[config.mk]
export PLATFORM = sky130hd
export DESIGN_NAME = mem_access_stage_flat
export DESIGN_NICKNAME = d
export VERILOG_FILES = /design/src/rtl/spu_mem_pkg.sv /design/src/rtl/mem_access_stage_if.sv /design/src/rtl/ls_timeout_ctr.sv /design/src/rtl/mem_access_stage.sv /design/src/flat_wrapper.sv
export SDC_FILE = /design/constraint.sdc
export NUM_CORES = 1
export LEC_CHECK = 0
export CAP_MARGIN = 10
export CORE_AREA = 2 2 314 316
export CTS_CLUSTER_SIZE = 30
export DETAILED_ROUTE_END_ITERATION = 10
export DIE_AREA = 0 0 316 318
export SYNTH_ARGS = -nofsm -noshare
export SYNTH_HDL_FRONTEND = slang
export SYNTH_SLANG_ARGS = --single-unit
[constraint.sdc]
create_clock -name clk -period 1.6 [get_ports clk]
set_input_delay 0.24 -clock clk [delete_from_list [all_inputs] [get_ports clk]]
set_output_delay 0.24 -clock clk [all_outputs]
set_load 0.01 [all_outputs]
[src/rtl/spu_mem_pkg.sv]
// Shared types and sizing for the SPU memory-access stage.
package spu_mem_pkg;

  typedef enum logic [1:0] {
    IDLE = 2'd0,
    REQ  = 2'd1,
    WAIT = 2'd2,
    DONE = 2'd3
  } ls_state_e;

  localparam int QW_BITS            = 128;
  localparam int RT_BITS            = 7;
  localparam int LS_AW_DEFAULT      = 11;
  localparam int LS_TIMEOUT_DEFAULT = 64;

endpackage

[src/rtl/mem_access_stage_if.sv]
// Local-store request/grant/read-valid bus between the memory stage (master) and LS (slave).
interface mem_access_stage_if #(
  parameter int LS_AW = spu_mem_pkg::LS_AW_DEFAULT
);
  logic                            req;
  logic                            we;
  logic [LS_AW-1:0]                addr;
  logic [spu_mem_pkg::QW_BITS-1:0] wdata;
  logic                            gnt;
  logic                            rvalid;
  logic [spu_mem_pkg::QW_BITS-1:0] rdata;

  modport master (output req, we, addr, wdata, input gnt, rvalid, rdata);
  modport slave  (input req, we, addr, wdata, output gnt, rvalid, rdata);
endinterface

[src/rtl/ls_timeout_ctr.sv]
// Counts cycles an LS access has been outstanding; flags expiry on the LIMIT-th cycle.
module ls_timeout_ctr #(
  parameter int LIMIT = 64
) (
  input  logic clk,
  input  logic reset,
  input  logic clear,
  input  logic enable,
  output logic expired
);
  localparam int W = $clog2(LIMIT + 1);

  logic [W-1:0] cnt_r;

  // Saturating cycle counter, cleared while the stage is idle
  always_ff @(posedge clk or negedge reset) begin
    if (!reset) begin
      cnt_r <= '0;
    end else if (clear) begin
      cnt_r <= '0;
    end else if (enable && (cnt_r != W'(LIMIT))) begin
      cnt_r <= cnt_r + W'(1);
    end else begin
      cnt_r <= cnt_r;
    end
  end

  assign expired = enable && (cnt_r >= W'(LIMIT - 1));
endmodule

[src/rtl/mem_access_stage.sv]
// SPU memory stage: issues quadword LS loads/stores and stalls the pipe while one is outstanding.
// Optional MEM_STALL_CNT_EN adds a saturating stalled-cycle counter on stall_cycles_out.
module mem_access_stage
  import spu_mem_pkg::*;
#(
  parameter int LS_AW      = LS_AW_DEFAULT,
  parameter int LS_TIMEOUT = LS_TIMEOUT_DEFAULT
) (
  input  logic               clk,
  input  logic               reset,
  input  logic               valid_in,
  input  logic               mem_read_in,
  input  logic               mem_write_in,
  input  logic               mem_to_reg_in,
  input  logic               regWrite_enable_in,
  input  logic [QW_BITS-1:0] ALUResult_in,
  input  logic [QW_BITS-1:0] storeData_in,
  input  logic [RT_BITS-1:0] RegisterRT_in,
  output logic               mem_to_reg_out,
  output logic               regWrite_enable_out,
  output logic [QW_BITS-1:0] readData_out,
  output logic [QW_BITS-1:0] ALUResult_out,
  output logic [RT_BITS-1:0] RegisterRT_out,
  output logic               stall_out,
  output logic               err_out,
`ifdef MEM_STALL_CNT_EN
  output logic [31:0]        stall_cycles_out,
`endif
  mem_access_stage_if.master ls
);

  ls_state_e          state_r;
  ls_state_e          state_nxt_s;
  logic               mem_op_s;
  logic               stall_s;
  logic               abort_s;
  logic               expired_s;
  logic               err_r;
  logic [QW_BITS-1:0] read_data_r;

  assign mem_op_s = valid_in && (mem_read_in || mem_write_in);

  ls_timeout_ctr #(.LIMIT(LS_TIMEOUT)) u_timeout (
    .clk     (clk),
    .reset   (reset),
    .clear   (state_r == IDLE),
    .enable  ((state_r == REQ) || (state_r == WAIT)),
    .expired (expired_s)
  );

  // State register
  always_ff @(posedge clk or negedge reset) begin
    if (!reset) begin
      state_r <= IDLE;
    end else begin
      state_r <= state_nxt_s;
    end
  end

  // Next-state, stall and abort decode; a grant/rvalid on the expiry cycle still completes
  always_comb begin
    state_nxt_s = state_r;
    stall_s     = 1'b0;
    abort_s     = 1'b0;
    case (state_r)
      IDLE: begin
        if (mem_op_s) begin
          state_nxt_s = REQ;
          stall_s     = 1'b1;
        end else begin
          state_nxt_s = IDLE;
        end
      end
      REQ: begin
        stall_s = 1'b1;
        if (ls.gnt) begin
          state_nxt_s = mem_write_in ? DONE : WAIT;
        end else if (expired_s) begin
          state_nxt_s = DONE;
          abort_s     = 1'b1;
        end else begin
          state_nxt_s = REQ;
        end
      end
      WAIT: begin
        stall_s = 1'b1;
        if (ls.rvalid) begin
          state_nxt_s = DONE;
        end else if (expired_s) begin
          state_nxt_s = DONE;
          abort_s     = 1'b1;
        end else begin
          state_nxt_s = WAIT;
        end
      end
      DONE: begin
        state_nxt_s = IDLE;
      end
      default: begin
        state_nxt_s = IDLE;
      end
    endcase
  end

  // Load-data capture and one-cycle error flag (high exactly during an aborted DONE)
  always_ff @(posedge clk or negedge reset) begin
    if (!reset) begin
      read_data_r <= '0;
      err_r       <= 1'b0;
    end else begin
      err_r <= abort_s;
      if (abort_s) begin
        read_data_r <= '0;
      end else if ((state_r == WAIT) && ls.rvalid) begin
        read_data_r <= ls.rdata;
      end else begin
        read_data_r <= read_data_r;
      end
    end
  end

`ifdef MEM_STALL_CNT_EN
  logic [31:0] stall_cnt_r;

  // Saturating count of stalled cycles
  always_ff @(posedge clk or negedge reset) begin
    if (!reset) begin
      stall_cnt_r <= 32'h0000_0000;
    end else if (stall_out && (stall_cnt_r != 32'hFFFF_FFFF)) begin
      stall_cnt_r <= stall_cnt_r + 32'd1;
    end else begin
      stall_cnt_r <= stall_cnt_r;
    end
  end

  assign stall_cycles_out = stall_cnt_r;
`endif

  // stall is gated by reset so an asserted reset releases the pipe immediately
  assign stall_out           = reset && stall_s;
  assign err_out             = err_r;
  assign readData_out        = read_data_r;
  assign mem_to_reg_out      = mem_to_reg_in;
  assign ALUResult_out       = ALUResult_in;
  assign RegisterRT_out      = RegisterRT_in;
  assign regWrite_enable_out = regWrite_enable_in && valid_in && !stall_s && !err_r;

  assign ls.req   = (state_r == REQ);
  assign ls.we    = (state_r == REQ) && mem_write_in;
  assign ls.addr  = ALUResult_in[LS_AW+99:100];
  assign ls.wdata = storeData_in;

endmodule

[src/flat_wrapper.sv]
// flat-port wrapper written by rule: the top's interface ports become plain ports
module mem_access_stage_flat import spu_mem_pkg::*;
#(
  parameter int LS_AW      = LS_AW_DEFAULT,
  parameter int LS_TIMEOUT = LS_TIMEOUT_DEFAULT
)
  (clk, reset, valid_in, mem_read_in, mem_write_in, mem_to_reg_in, regWrite_enable_in, ALUResult_in, storeData_in, RegisterRT_in, mem_to_reg_out, regWrite_enable_out, readData_out, ALUResult_out, RegisterRT_out, stall_out, err_out, ls_req, ls_we, ls_addr, ls_wdata, ls_gnt, ls_rvalid, ls_rdata);
  mem_access_stage_if #(.LS_AW(LS_AW)) ls_i ();
  input  logic clk;
  input  logic reset;
  input  logic valid_in;
  input  logic mem_read_in;
  input  logic mem_write_in;
  input  logic mem_to_reg_in;
  input  logic regWrite_enable_in;
  input  logic [QW_BITS-1:0] ALUResult_in;
  input  logic [QW_BITS-1:0] storeData_in;
  input  logic [RT_BITS-1:0] RegisterRT_in;
  output logic mem_to_reg_out;
  output logic regWrite_enable_out;
  output logic [QW_BITS-1:0] readData_out;
  output logic [QW_BITS-1:0] ALUResult_out;
  output logic [RT_BITS-1:0] RegisterRT_out;
  output logic stall_out;
  output logic err_out;
  output wire logic [$bits(ls_i.req)-1:0] ls_req;
  output wire logic [$bits(ls_i.we)-1:0] ls_we;
  output wire logic [$bits(ls_i.addr)-1:0] ls_addr;
  output wire logic [$bits(ls_i.wdata)-1:0] ls_wdata;
  input wire logic [$bits(ls_i.gnt)-1:0] ls_gnt;
  input wire logic [$bits(ls_i.rvalid)-1:0] ls_rvalid;
  input wire logic [$bits(ls_i.rdata)-1:0] ls_rdata;
  assign ls_req = ls_i.req;
  assign ls_we = ls_i.we;
  assign ls_addr = ls_i.addr;
  assign ls_wdata = ls_i.wdata;
  assign ls_i.gnt = ls_gnt;
  assign ls_i.rvalid = ls_rvalid;
  assign ls_i.rdata = ls_rdata;
  mem_access_stage #(.LS_AW(LS_AW), .LS_TIMEOUT(LS_TIMEOUT)) u_core (.clk(clk), .reset(reset), .valid_in(valid_in), .mem_read_in(mem_read_in), .mem_write_in(mem_write_in), .mem_to_reg_in(mem_to_reg_in), .regWrite_enable_in(regWrite_enable_in), .ALUResult_in(ALUResult_in), .storeData_in(storeData_in), .RegisterRT_in(RegisterRT_in), .mem_to_reg_out(mem_to_reg_out), .regWrite_enable_out(regWrite_enable_out), .readData_out(readData_out), .ALUResult_out(ALUResult_out), .RegisterRT_out(RegisterRT_out), .stall_out(stall_out), .err_out(err_out), .ls(ls_i));
endmodule
Word level (Yosys, flattened, before mapping). Index checks and enable logic that the tools add are counted.

Flip-flop bits (word level): 138. Output and inout bits: 408.

Add/sub/neg operators: 1. Magnitude comparators: 1. Equal/unequal tests: 4. Mux-type cells: 17. Reductions and logical operators: 17.

Operator list (count): 128-bit two-way mux (2); 7-bit two-way mux (2); 1-bit logical AND (9); 2-bit case mux with 4 select lines (1); 7-bit by 1-bit adder with 7-bit output, second input constant (1); 7-bit by 6-bit >= comparator with 1-bit output, second input constant (1); 1-bit two-way mux (7); 7-bit != test, second input constant (1); 2-bit two-way mux (3); 2-bit == test, second input constant (2); 1-bit case mux with 2 select lines (2); 2-bit nonzero test (2); 2-bit by 1-bit == test with 1-bit output, second input constant (1); 1-bit logical NOT (2); 2-bit logical NOT (1); 1-bit logical OR (2); 2-bit OR reduction (1).

Longest topological paths before layout. Gate-level depths: netlist (run 1).

Word-level depth: 7. Gate-level depth with buffers: 7. Gate-level depth less buffers: 5.

Hierarchy. From an unflattened synthesis (run 1), not the netlist that was laid out.

Cell total of the unflattened synthesis: 901. Area, all modules: 7788.7 um^2.

By module, submodules not included: mem_access_stage (times used 1, cells an instance 857, area an instance 7373.3 um^2, seq. area each 3278.1 um^2); ls_timeout_ctr (times used 1, cells an instance 44, area an instance 415.4 um^2, seq. area each 175.2 um^2).

Worst setup path after synthesis (run 1). OpenSTA, ideal clock, no wires.

Kind: register to register. Start: reg u_core.state_r[0]. End: reg u_core.read_data_r[0], in the netlist u_core.readData_out[0]. Library setup time: 0.073 ns. Arrival time: 1.510 ns. Path slack: 0.017 ns. Cell stages (with the launch flop): 7. Buffers on the path: 2. Clock period less this slack: 1.583 ns. Cells stage by stage: dfrtp_1 ha_1 nor2b_1 o2111a_2 buf_12 buf_12 a21oi_2.

Longest elaborated chain between the ends: 7. Elaborated cells between the ends (all ways): 11. Those cells by class: eq/ne: 2; mux: 5; reduce/logical: 4.

Ends and longest elaborated chain: start: declaration (RTL line mem_access_stage.sv:32) `ls_state_e state_r;`; start signal: assignment (RTL line mem_access_stage.sv:56) `state_r <= state_nxt_s;`; 2-bit by 1-bit == test with 1-bit output (*); named net ls_req (RTL line flat_wrapper.sv:26) `output wire logic [$bits(ls_i.req)-1:0] ls_req;`; 1-bit logical OR (RTL line mem_access_stage.sv:47) `.enable ((state_r == REQ) || (state_r == WAIT)),`; 1-bit logical AND (RTL line ls_timeout_ctr.sv:28) `assign expired = enable && (cnt_r >= W'(LIMIT - 1));`; 1-bit two-way mux (RTL line mem_access_stage.sv:78, mem_access_stage.sv:89); 1-bit two-way mux, on equally long branches (RTL line mem_access_stage.sv:87, mem_access_stage.sv:76); 1-bit case mux with 2 select lines (*) (RTL line mem_access_stage.sv:65) `case (state_r)`; 128-bit two-way mux / 2-bit nonzero test (equally long branches); end signal: assignment (RTL line mem_access_stage.sv:115) `read_data_r <= ls.rdata;`; end signal: assignment (RTL line mem_access_stage.sv:117) `read_data_r <= read_data_r;`; end: declaration (RTL line mem_access_stage.sv:39) `logic [QW_BITS-1:0] read_data_r;`.

The timed path passes the listed nets; every way through them passes the cells marked *. A chain may end at the register's enable or synchronous reset.

Final worst setup path (run 1).
Start: reg u_core.state_r[0]. End: reg u_core.read_data_r[51], in the netlist u_core.readData_out[51].

Longest elaborated chain between the ends: 7. Elaborated cells between the ends (all ways): 11. Those cells by class: eq/ne: 2; mux: 5; reduce/logical: 4.

Ends and longest elaborated chain (RTL line): 2-bit by 1-bit == test with 1-bit output / 2-bit == test (equally long branches) (mem_access_stage.sv:47, mem_access_stage.sv:65, mem_access_stage.sv:114); 1-bit logical OR (mem_access_stage.sv:47); 1-bit logical AND (ls_timeout_ctr.sv:28); 1-bit two-way mux (mem_access_stage.sv:78, mem_access_stage.sv:89); 1-bit two-way mux, on equally long branches (mem_access_stage.sv:87, mem_access_stage.sv:76); 1-bit case mux with 2 select lines (mem_access_stage.sv:65); 128-bit two-way mux / 2-bit nonzero test (equally long branches).

Parallel ways exist; a longest one is shown, timed or not.

==> impl_metrics.json, run 1 <==
{
  "outcome": "finished with violations",
  "violations": "setup timing",
  "drv_cap": 0,
  "clock_latency_ns": 0.49,
  "synth_compound_area_share_pct": 13.7,
  "setup-tns-final_ns": -28.82,
  "synth_common_cells": "275 x buf_4, 261 x nand2_1, 138 x dfrtp_1",
  "yosysWarnings": 0,
  "dr.pass1.iters": 4,
  "num_vias": 6308,
  "syn_to_final_growth_pct": 47.6,
  "grt_pass1_wl_um": 48200,
  "antenna_found_initial": 5,
  "clock-sinks": 138,
  "antenna_left": 0,
  "leakage_nw": 4.98,
  "final_max_slew_viol_count": 0,
  "viasPerCell": 2.78,
  "worst_ir_drop_vdd_v": 0.000832,
  "worst_setup_path_end_kind": "register",
  "synth-seq-cells": 138,
  "timing.hold.ws_ns": 0.291,
  "fmax_mhz": 518,
  "seq_area_um2": 3450,
  "crit_path_max_fanout": 8,
  "cp.required_ns": 2.02,
  "yosysMostFrequentCell": "buf_4",
  "cts.clk_slew.worst_paths_ns": 0.08,
  "multi_input_area_um2": 2590,
  "synth_top_family_by_area": "buffers and inverters",
  "hp-class": "primary input to register",
  "async_reset_ff_share_pct": 100,
  "num_rows": 115,
  "avgSynthCellArea_um2": 9.17,
  "postSynthNetCount": 1307,
  "gp_congestion": 0.716,
  "worst_slack_ns": -0.330,
  "final_hold_viol_count": 0,
  "drive_gt1_share_pct": 29.6,
  "ctsLongestPathBuffers": 2,
  "skew_ns": 0.0192,
  "yosys-top-cells-area": "dfrtp_1 42%, buf_4 25%, nand2_1 12%",
  "setup.worst_path.class": "register to register",
  "start_util_pct": 8.49,
  "synth_top_area_cell": "dfrtp_1",
  "pin_count": 808,
  "p_per_area_nw_per_um2": 1490,
  "synth_mux_area_share_pct": 0.378,
  "hpwl_um": 26200,
  "port_buffers": 268,
  "grt_max_degree": 66,
  "synth_edf_count": 0,
  "fin_nets": 1373,
  "clockRootBuffer": "clkbuf_16",
  "ys_types": 31,
  "cp-start-kind": "register",
  "min_period_over_period_pct": 121,
  "synthSimpleGateAreaFrac_pct": 13.3,
  "netlist_area_um2": 8270,
  "htree_levels": 4,
  "grt_usage_pct": 7.04,
  "nFillCells": 11119,
  "setup_violations": 132,
  "finalPower_mw": 18.2,
  "cts_tree": "built",
  "ys_seq_area_share_pct": 41.8,
  "drc": 0,
  "wire_per_inst_um": 16.8,
  "grt_pass1_vias": 6564,
  "dp.cells": 2197,
  "yosys.area_share.adder_pct": 0.908,
  "syn_inst": 901,
  "instances_no_fill": 2268,
  "drtIter0Drc": 182,
  "design.core.area_um2": 97400,
  "die_y_um": 318,
  "worst_ep_arrival_time_ns": 2.35,
  "rsz0062_at_grt": "true",
  "yosysTopAreaCellShare_pct": 41.8,
  "routed_wl_um": 38100,
  "synth_xor_area_share_pct": 0.212,
  "die_area_um2": 100000,
  "die_x_um": 316,
  "numCtsBuffers": 17,
  "ys.flop_type": "dfrtp_1",
  "min_period_ns": 1.93,
  "grt-ovfl-total": 0,
  "maxSlewHeadroom_pct": 66.3,
  "worst_pin_slew_ns": 0.506
}
==> cell families after synthesis <==
logic type / Yosys count
buffers and inverters: 325
flip-flops: 138
adder cells (fa/ha/maj): 6
XOR/XNOR: 2
AND/OR/NAND/NOR: 282
AO/OA/AOI/OAI: 145
multiplexers: 3
==> metrics by stage <==
step                      setup slack (ns)  area (um^2)  utilization [%]
after floorplan                     0.0169         8270                -
after global placement              -0.372        10800             11.1
after detailed placement            -0.346        10800             11.1
after CTS                           -0.321        11800             12.1
after global routing                -0.374        12200             12.5
final                               -0.330        12200             12.5
==> what timing repair did <==
action | in CTS | in global routing
hold endpoints to repair | 41 | 0
cloned | 7 | 11
setup buffers | 19 | 7
hold buffers | 1 | 0
setup endpoints to repair | 252 | 134
pin swaps | 5 | 3
gates resized for setup | 207 | 60
==> power breakdown <==
part	leakage (nW)	switching [mW]	total, mW	internal, mW
sequential	1.74	0.816	5.83	5.01
combinational	2.95	3.79	7.87	4.08
clock	0.298	2.05	4.46	2.41
total	4.98	6.66	18.2	11.5
==> worst max-delay path, stage by stage (launching register included) <==
cell	delay (ns)
dfrtp_1	0.38
inv_2	0.07
buf_4	0.13
buf_6	0.11
ha_4	0.15
nor2b_4	0.11
o2111a_2	0.29
buf_12	0.17
buf_12	0.16
clkbuf_16	0.16
a21oi_2	0.10
==> cell type report <==
type,count,share of cell area (%)
antenna,1,0.0205
clock buffer,18,3.60
clock inverter,14,1.44
inverter,7,0.215
multi-input combinational,438,21.3
sequential,138,28.3
tap,1287,13.2
timing repair buffer,365,31.9
==> routing by layer <==
metal	GRT usage (%)	wire (um)	up-vias
met3	5.88	6420	173
li1	-	-	2726
met2	10.9	17700	523
met1	5.43	10700	2878
met5	0.677	127	-
met4	6.15	3140	8
==> sequential cells by signal (all words and copies together), names as in the netlist, named ones only <==
name and cells:
u_core.u_timeout.cnt_r 7, u_core.err_out 1, u_core.state_r 1, u_core.readData_out 128
==> layout by cell type (no fill, tap or decap), types with 2 or more instances in the layout <==
cell             count
dfrtp_1            138
inv_1                4
nor2_1               4
nand4_1              3
a21oi_1             14
nand2_4              3
a21oi_4              3
and2_1               2
inv_6                4
buf_16               8
buf_12              18
bufinv_16            2
clkinvlp_4           2
clkdlybuf4s50_1    134
buf_8                5
mux2i_1              2
xor2_1               2
inv_8                5
nand2_2             23
nor2b_4              2
buf_4               34
inv_2                3
o21ai_0              3
and2_4               2
buf_6               26
a211oi_1             3
ha_1                 3
a21oi_2            115
ha_4                 3
clkbuf_16           25
buf_2                2
or3_1                2
nand2b_1             3
dlygate4sd2_1      128
nand2_1            235
==> worst paths after layout <==
path,from,end,slack (ns),depth (start not counted)
max,u_core.state_r[0],u_core.readData_out[51],-0.33,10
max reg2reg,u_core.state_r[0],u_core.readData_out[51],-0.33,10
max in group asynchronous,reset,u_core.u_timeout.cnt_r[0],0.63,4
min in group asynchronous,reset,u_core.readData_out[123],0.49,4
min,ls_rdata[91],u_core.readData_out[91],0.29,3
min reg2reg,u_core.readData_out[68],u_core.readData_out[68],0.51,2
No activity file was read; power rests on OpenSTA's default activity.
==> run 2, diff against run 1 <==
--- a/config.mk
+++ b/config.mk
@@ -6,10 +6,11 @@
 export NUM_CORES = 1
 export LEC_CHECK = 0
 export CAP_MARGIN = 10
-export CORE_AREA = 2 2 314 316
+export CORE_AREA = 2 2 310 312
 export CTS_CLUSTER_SIZE = 30
 export DETAILED_ROUTE_END_ITERATION = 10
-export DIE_AREA = 0 0 316 318
+export DIE_AREA = 0 0 312 314
 export SYNTH_ARGS = -nofsm -noshare
 export SYNTH_HDL_FRONTEND = slang
+export SYNTH_HIERARCHICAL = 1
 export SYNTH_SLANG_ARGS = --single-unit
==> run 2 against run 1 <==
Effect of this change:
- the run still ends with setup timing left
- combinational power up 11%
- largest cell class unchanged
- sequential share of layout area down 0.33 points
- power grew 4.7%
- critical path type unchanged
- largest power group unchanged
- worst setup slack improved by 0.0051 ns
- highest routed layer unchanged
- cell area grew 1.2%
==> impl_metrics.json, run 2 <==
{
  "start_util_pct": 8.25,
  "antenna_cells": 0,
  "worst_pin_slew_ns": 0.592,
  "netlist_area_um2": 7790,
  "layout_common_cells": "256 x nand2_1, 137 x dfrtp_1, 134 x clkdlybuf4s50_1, 126 x dlygate4sd2_1, 119 x a21oi_2",
  "violations": "setup timing",
  "min_period_ns": 1.92,
  "htree_levels": 4,
  "ys_types": 32,
  "setup-tns-final_ns": -30.70,
  "critical_path_buf_inv_count": 8,
  "min_period_over_period_pct": 120,
  "syn_to_final_growth_pct": 58.5,
  "drtIter0Drc": 240,
  "hp-class": "primary input to asynchronous set/reset pin",
  "antenna_found_initial": 3,
  "yosysWarnings": 6,
  "clock-sinks": 138,
  "antenna_left": 0,
  "synth_common_cells": "291 x buf_4, 260 x nand2_1, 138 x dfrtp_1",
  "post-route-util_pct": 13.1,
  "yosysTopAreaCellShare_pct": 44.3,
  "crit_chain": "inv_2 -> buf_4 -> buf_6 -> ha_4 -> buf_6 -> nand2b_4 -> a21oi_4 -> buf_6 -> buf_12 -> buf_6 -> buf_16 -> a21oi_2",
  "num_rows": 113,
  "yosys-top-cells-area": "dfrtp_1 44%, buf_4 28%, nand2_1 13%",
  "grt_pass1_vias": 6884,
  "final_max_slew_viol_count": 0,
  "fin_nets": 1383,
  "dp_slack_ns": -0.444,
  "grt_usage_pct": 7.96,
  "ys_seq_area_share_pct": 44.3,
  "crit_path_top_delay_cell": "dfrtp_1",
  "hpwl_um": 27300,
  "timing.hold.ws_ns": 0.273,
  "path_delay_family": "buffers and inverters",
  "worst_ep_arrival_time_ns": 2.28,
  "final_hold_viol_count": 0,
  "synth_top_area_cell": "dfrtp_1",
  "ys.flop_type": "dfrtp_1",
  "async_reset_ff_share_pct": 100,
  "yosysMostFrequentCell": "buf_4",
  "die_y_um": 314,
  "dr.pass1.iters": 4,
  "critPathMaxStageDelay_ns": 0.41,
  "cts.clk_slew.worst_paths_ns": 0.07,
  "syn_inst": 901,
  "outcome": "finished with violations",
  "p_per_area_nw_per_um2": 1540,
  "drc": 0,
  "grt_max_degree": 82,
  "leakage_nw": 5.04,
  "setup.worst_path.class": "register to register",
  "num_vias": 6407,
  "skew_ns": 0.0179,
  "fmax_mhz": 520,
  "postSynthNetCount": 1307,
  "worst_ir_drop_vdd_v": 0.000935,
  "final_common_cell": "nand2_1",
  "cp-start-kind": "register",
  "viasPerCell": 2.84,
  "numCtsBuffers": 17,
  "design.core.area_um2": 94400,
  "grt-ovfl-total": 0,
  "worst_setup_path_end_kind": "register",
  "clock_latency_ns": 0.48,
  "synth_edf_count": 0,
  "drive_gt1_share_pct": 29.0,
  "cts_tree": "built",
  "reg2regPathDepth": 12,
  "die_x_um": 312,
  "routed_wl_um": 39300,
  "setup_violations": 134,
  "critPathMostFrequentCell": "buf_6",
  "maxSlewHeadroom_pct": 60.5,
  "worst_slack_ns": -0.325,
  "rr_endpoint": "u_core/readData_out[56]",
  "crit_path_max_fanout": 7,
  "rsz0062_at_grt": "true",
  "r2r_slack_ns": -0.32,
  "grt_pass1_wl_um": 53100,
  "drv_cap": 0,
  "die_area_um2": 98000,
  "ctsLongestPathBuffers": 2,
  "wire_per_inst_um": 17.5,
  "port_buffers": 268,
  "pin_count": 808,
  "synth-seq-cells": 138,
  "avgSynthCellArea_um2": 8.64,
  "gp_congestion": 0.782,
  "cp.required_ns": 1.96,
  "largest_reg_flops": 128,
  "clockRootBuffer": "clkbuf_16"
}
run 2: worst max path at each step:
stage	depth (start not counted)	startpoint	endpoint	slack, ns
detailed placement	5	mem_read_in	regWrite_enable_out	-0.44
floorplan	9	u_core/state_r[0]	u_core/readData_out[0]	-0.06
finish	12	register	u_core/readData_out[56]	-0.32
global placement	5	mem_read_in	regWrite_enable_out	-0.48
global route	6	u_core/state_r[0]	regWrite_enable_out	-0.44
CTS	6	u_core/state_r[0]	regWrite_enable_out	-0.41
run 2: per-layer routing:
metal  vias up  part of all wire (%)  wire length, um  GRT usage, %
met1      2951                    33            13100          7.40
met3       149                    16             6220          5.72
li1       2741                     -                -             -
met5         -                 0.033               13             0
met4         2                   6.6             2580          5.99
met2       564                    44            17500          12.1
run 2: through the flow:
| step | cells | total power [mW] | instance area [um^2] |
|---|---|---|---|
| floorplan | 901 | 9.90 | 7860 |
| global placement | 2175 | 13.9 | 10400 |
| detailed placement | 2175 | 14.0 | 10400 |
| CTS | 2250 | 19.2 | 12200 |
| global route | 2254 | 20.3 | 12300 |
| finish | 2254 | 19.0 | 12300 |
run 2: kinds of logic (layout without fill, tap and decap cells):
kind of cell / count (synthesis) / after routing / share of synthesized area [%]
muxes: 1 / 1 / 0.193
DFF: 138 / 138 / 44.3
AOI/OAI and AO/OA: 147 / 147 / 9.98
adders and majority gates: 6 / 6 / 0.964
xor gates and xnor gates: 2 / 2 / 0.225
buffers and inverters: 327 / 415 / 30.3
and+or+nand+nor: 280 / 280 / 14.0
run 2: cell type report:
class | instances | area (um^2)
fill | 10873 | 82100
timing repair buffer | 376 | 4100
sequential | 138 | 3450
multi-input combinational | 436 | 2560
tap | 1265 | 1580
clock buffer | 20 | 447
clock inverter | 11 | 170
inverter | 8 | 30.0
run 2: power breakdown:
part	total, mW	internal (mW)	switching, mW
Sequential	5.88	5.04	0.842
Clock	4.43	2.64	1.79
Combinational	8.70	4.42	4.29
run 2: worst min-delay path, delay by kind of cell:
family   cells  cell delay, ns
buf+inv      3            0.89
run 2: what timing repair did:
item	4_1_cts	5_1_grt
hold buffers	1	0
cloned	16	1
endpoints found under the hold margin	138	0
pin swaps	17	9
setup endpoints to repair	263	138
gates resized for setup	320	36
buffers inserted	30	8
==> run 3, diff against run 2 <==
--- a/config.mk
+++ b/config.mk
@@ -14,3 +14,4 @@
 export SYNTH_HDL_FRONTEND = slang
 export SYNTH_HIERARCHICAL = 1
 export SYNTH_SLANG_ARGS = --single-unit
+export TNS_END_PERCENT = 1
==> run 3 against run 2 <==
Effect of this change:
- the flow still finishes with violations (setup timing)
- non-clock buffer count decreased by 35
- combinational power is 17% lower
- clock skew decreased by 0.0019 ns
- final cell count decreased by 1.6%
- power is 8.0% lower
- die area is the same
- sequential share of layout area up 3.1 points
- sequential power is essentially flat
- global-route usage shrank 1.1 points
- wire length shrank 14%
- utilization decreased by 1.3 points
- worst setup slack worse by 0.052 ns
==> impl_metrics.json, run 3 (same netlist as run 2, synthesis figures left out) <==
{
  "outcome": "finished with violations",
  "violations": "setup timing",
  "layout_common_cells": "256 x nand2_1, 136 x dfrtp_1, 134 x clkdlybuf4s50_1, 128 x dlygate4sd2_1, 119 x a21oi_1",
  "numCtsBuffers": 17,
  "antenna_found_initial": 4,
  "fmax_mhz": 506,
  "viasPerCell": 2.72,
  "antenna_left": 0,
  "port_buffers": 268,
  "pwr-share-seq_pct": 33.5,
  "num_vias": 6034,
  "fin_nets": 1348,
  "final_common_cell": "nand2_1",
  "grt_pass1_wl_um": 45900,
  "start_util_pct": 8.25,
  "die_area_um2": 98000,
  "p_per_area_nw_per_um2": 1570,
  "drc": 0,
  "htree_levels": 4,
  "cp.required_ns": 1.36,
  "grt_max_degree": 80,
  "die_x_um": 312,
  "nFillCells": 11012,
  "syn_to_final_growth_pct": 42.8,
  "hp-class": "primary input to register",
  "largest_reg_flops": 128,
  "antenna_cells": 0,
  "clock_latency_ns": 0.48,
  "leakage_nw": 4.65,
  "crit_path_max_fanout": 2,
  "final_hold_viol_count": 0,
  "crit_path_top_delay_cell": "dfrtp_1",
  "worst_pin_slew_ns": 0.586,
  "cts_tree": "built",
  "drv_cap": 0,
  "drive_gt1_share_pct": 14.8,
  "comb_power_share_pct": 41.3,
  "worst_ir_drop_vdd_v": 0.000797,
  "drtIter0Drc": 233,
  "ctsLongestPathBuffers": 2,
  "dp.cells": 2186,
  "num_rows": 113,
  "setup_violations": 132,
  "dr.pass1.iters": 5,
  "grt-ovfl-total": 0,
  "routed_wl_um": 34000,
  "gp_congestion": 0.791,
  "die_y_um": 314,
  "worst_slack_ns": -0.377,
  "timing.hold.ws_ns": 0.291,
  "grt_pass1_vias": 6323,
  "min_period_over_period_pct": 124,
  "p_sw_mw": 6.27,
  "final_max_slew_viol_count": 0,
  "hpwl_um": 27100,
  "design.core.area_um2": 94400,
  "clock-sinks": 138,
  "worst_ep_arrival_time_ns": 1.74,
  "min_period_ns": 1.98,
  "p_int_mw": 11.2,
  "setup.worst_path.class": "register to primary output",
  "p_sw_share_pct": 35.8,
  "pin_count": 808,
  "cp-start-kind": "register",
  "grt_usage_pct": 6.85,
  "cts.clk_slew.worst_paths_ns": 0.07,
  "wire_per_inst_um": 15.3,
  "clockPowerShare_pct": 25.2,
  "crit_chain": "buf_4 -> ha_1 -> o21bai_4 -> and4b_1 -> buf_2",
  "clockRootBuffer": "clkbuf_16",
  "worst_setup_path_end_kind": "primary output",
  "rsz0062_at_grt": "true",
  "maxSlewHeadroom_pct": 60.9,
  "skew_ns": 0.0160,
  "critPathMaxStageDelay_ns": 0.40,
  "instances_no_fill": 2219
}
-- run 3: cell types whose count changed in the layout (fill, tap and decap cells not counted), moves of 8 or more --
| cell | previous run | this run |
|---|---|---|
| a21oi_1 | 10 | 119 |
| a21oi_2 | 119 | 12 |
| buf_16 | 17 | 1 |
| buf_4 | 42 | 50 |
| buf_6 | 20 | 8 |
| buf_8 | 9 | 1 |
-- run 3: final timing paths --
path	startpoint	endpoint	slack (ns)	depth (start not counted)
max in group asynchronous	reset	u_core/readData_out[124]	0.54	4
max	u_core/state_r[0]	regWrite_enable_out	-0.38	5
max reg2reg	u_core/u_timeout/cnt_r[0]	u_core/readData_out[47]	-0.22	9
min in group asynchronous	reset	u_core/readData_out[63]	0.51	4
min reg2reg	u_core/readData_out[14]	u_core/readData_out[14]	0.51	2
min	ls_rdata[111]	u_core/readData_out[111]	0.29	3
-- run 3: layer usage --
layer  part of all wire, %  GRT usage, %  wire length [um]
met1                    30          5.62             10200
met2                    44          10.4             15100
met3                    19          5.90              6300
met4                   7.1          5.73              2420
met5                 0.088             0                30
-- run 3: stage by stage --
step / instance area (um^2) / setup slack [ns] / util [%] / total power, mW / TNS, ns
after floorplan: 7820 / -0.0607 / - / 9.82 / -6.67
after global placement: 10500 / -0.552 / 11.1 / 14.0 / -23.31
after detailed placement: 10500 / -0.558 / 11.1 / 14.1 / -23.78
after CTS: 11000 / -0.488 / 11.7 / 17.7 / -26.74
after global routing: 11100 / -0.480 / 11.8 / 18.8 / -36.10
final: 11100 / -0.377 / 11.8 / 17.5 / -20.92
-- run 3: final cells by class --
cell class	count	area [um^2]	area share, %
well taps	1265	1580	14.2
multi-input cells	436	2130	19.1
inverters	8	30.0	0.270
repair buffers	341	3300	29.7
clock buffers	22	484	4.35
flip-flops and latches	138	3460	31.1
clock inverters	9	139	1.25
-- run 3: power by group through the flow --
| stage | Combinational, mW | Sequential [mW] | Clock (mW) |
|---|---|---|---|
| global route | 7.97 | 6.09 | 4.75 |
| finish | 7.23 | 5.87 | 4.41 |
| global placement | 8.01 | 5.97 | 0 |
| CTS | 7.17 | 5.90 | 4.67 |
| detailed placement | 8.10 | 6.01 | 0 |
| floorplan | 3.24 | 6.58 | 0 |
-- run 3: critical path: cells and delay by family, from the launching register on --
family / cells / cell delay, ns
AND/OR/NAND/NOR: 1 / 0.20
AO/OA/AOI/OAI: 1 / 0.18
flip-flops: 1 / 0.40
buffers and inverters: 2 / 0.28
adder cells (fa/ha/maj): 1 / 0.20
-- run 3: repair_timing --
item / 4_1_cts / 5_1_grt
hold endpoints to repair: 88 / 0
hold buffers: 1 / 0
endpoints found under the setup margin: 263 / 138
buffers inserted: 1 / 0
gates resized for setup: 158 / 24
pin swaps: 4 / 6
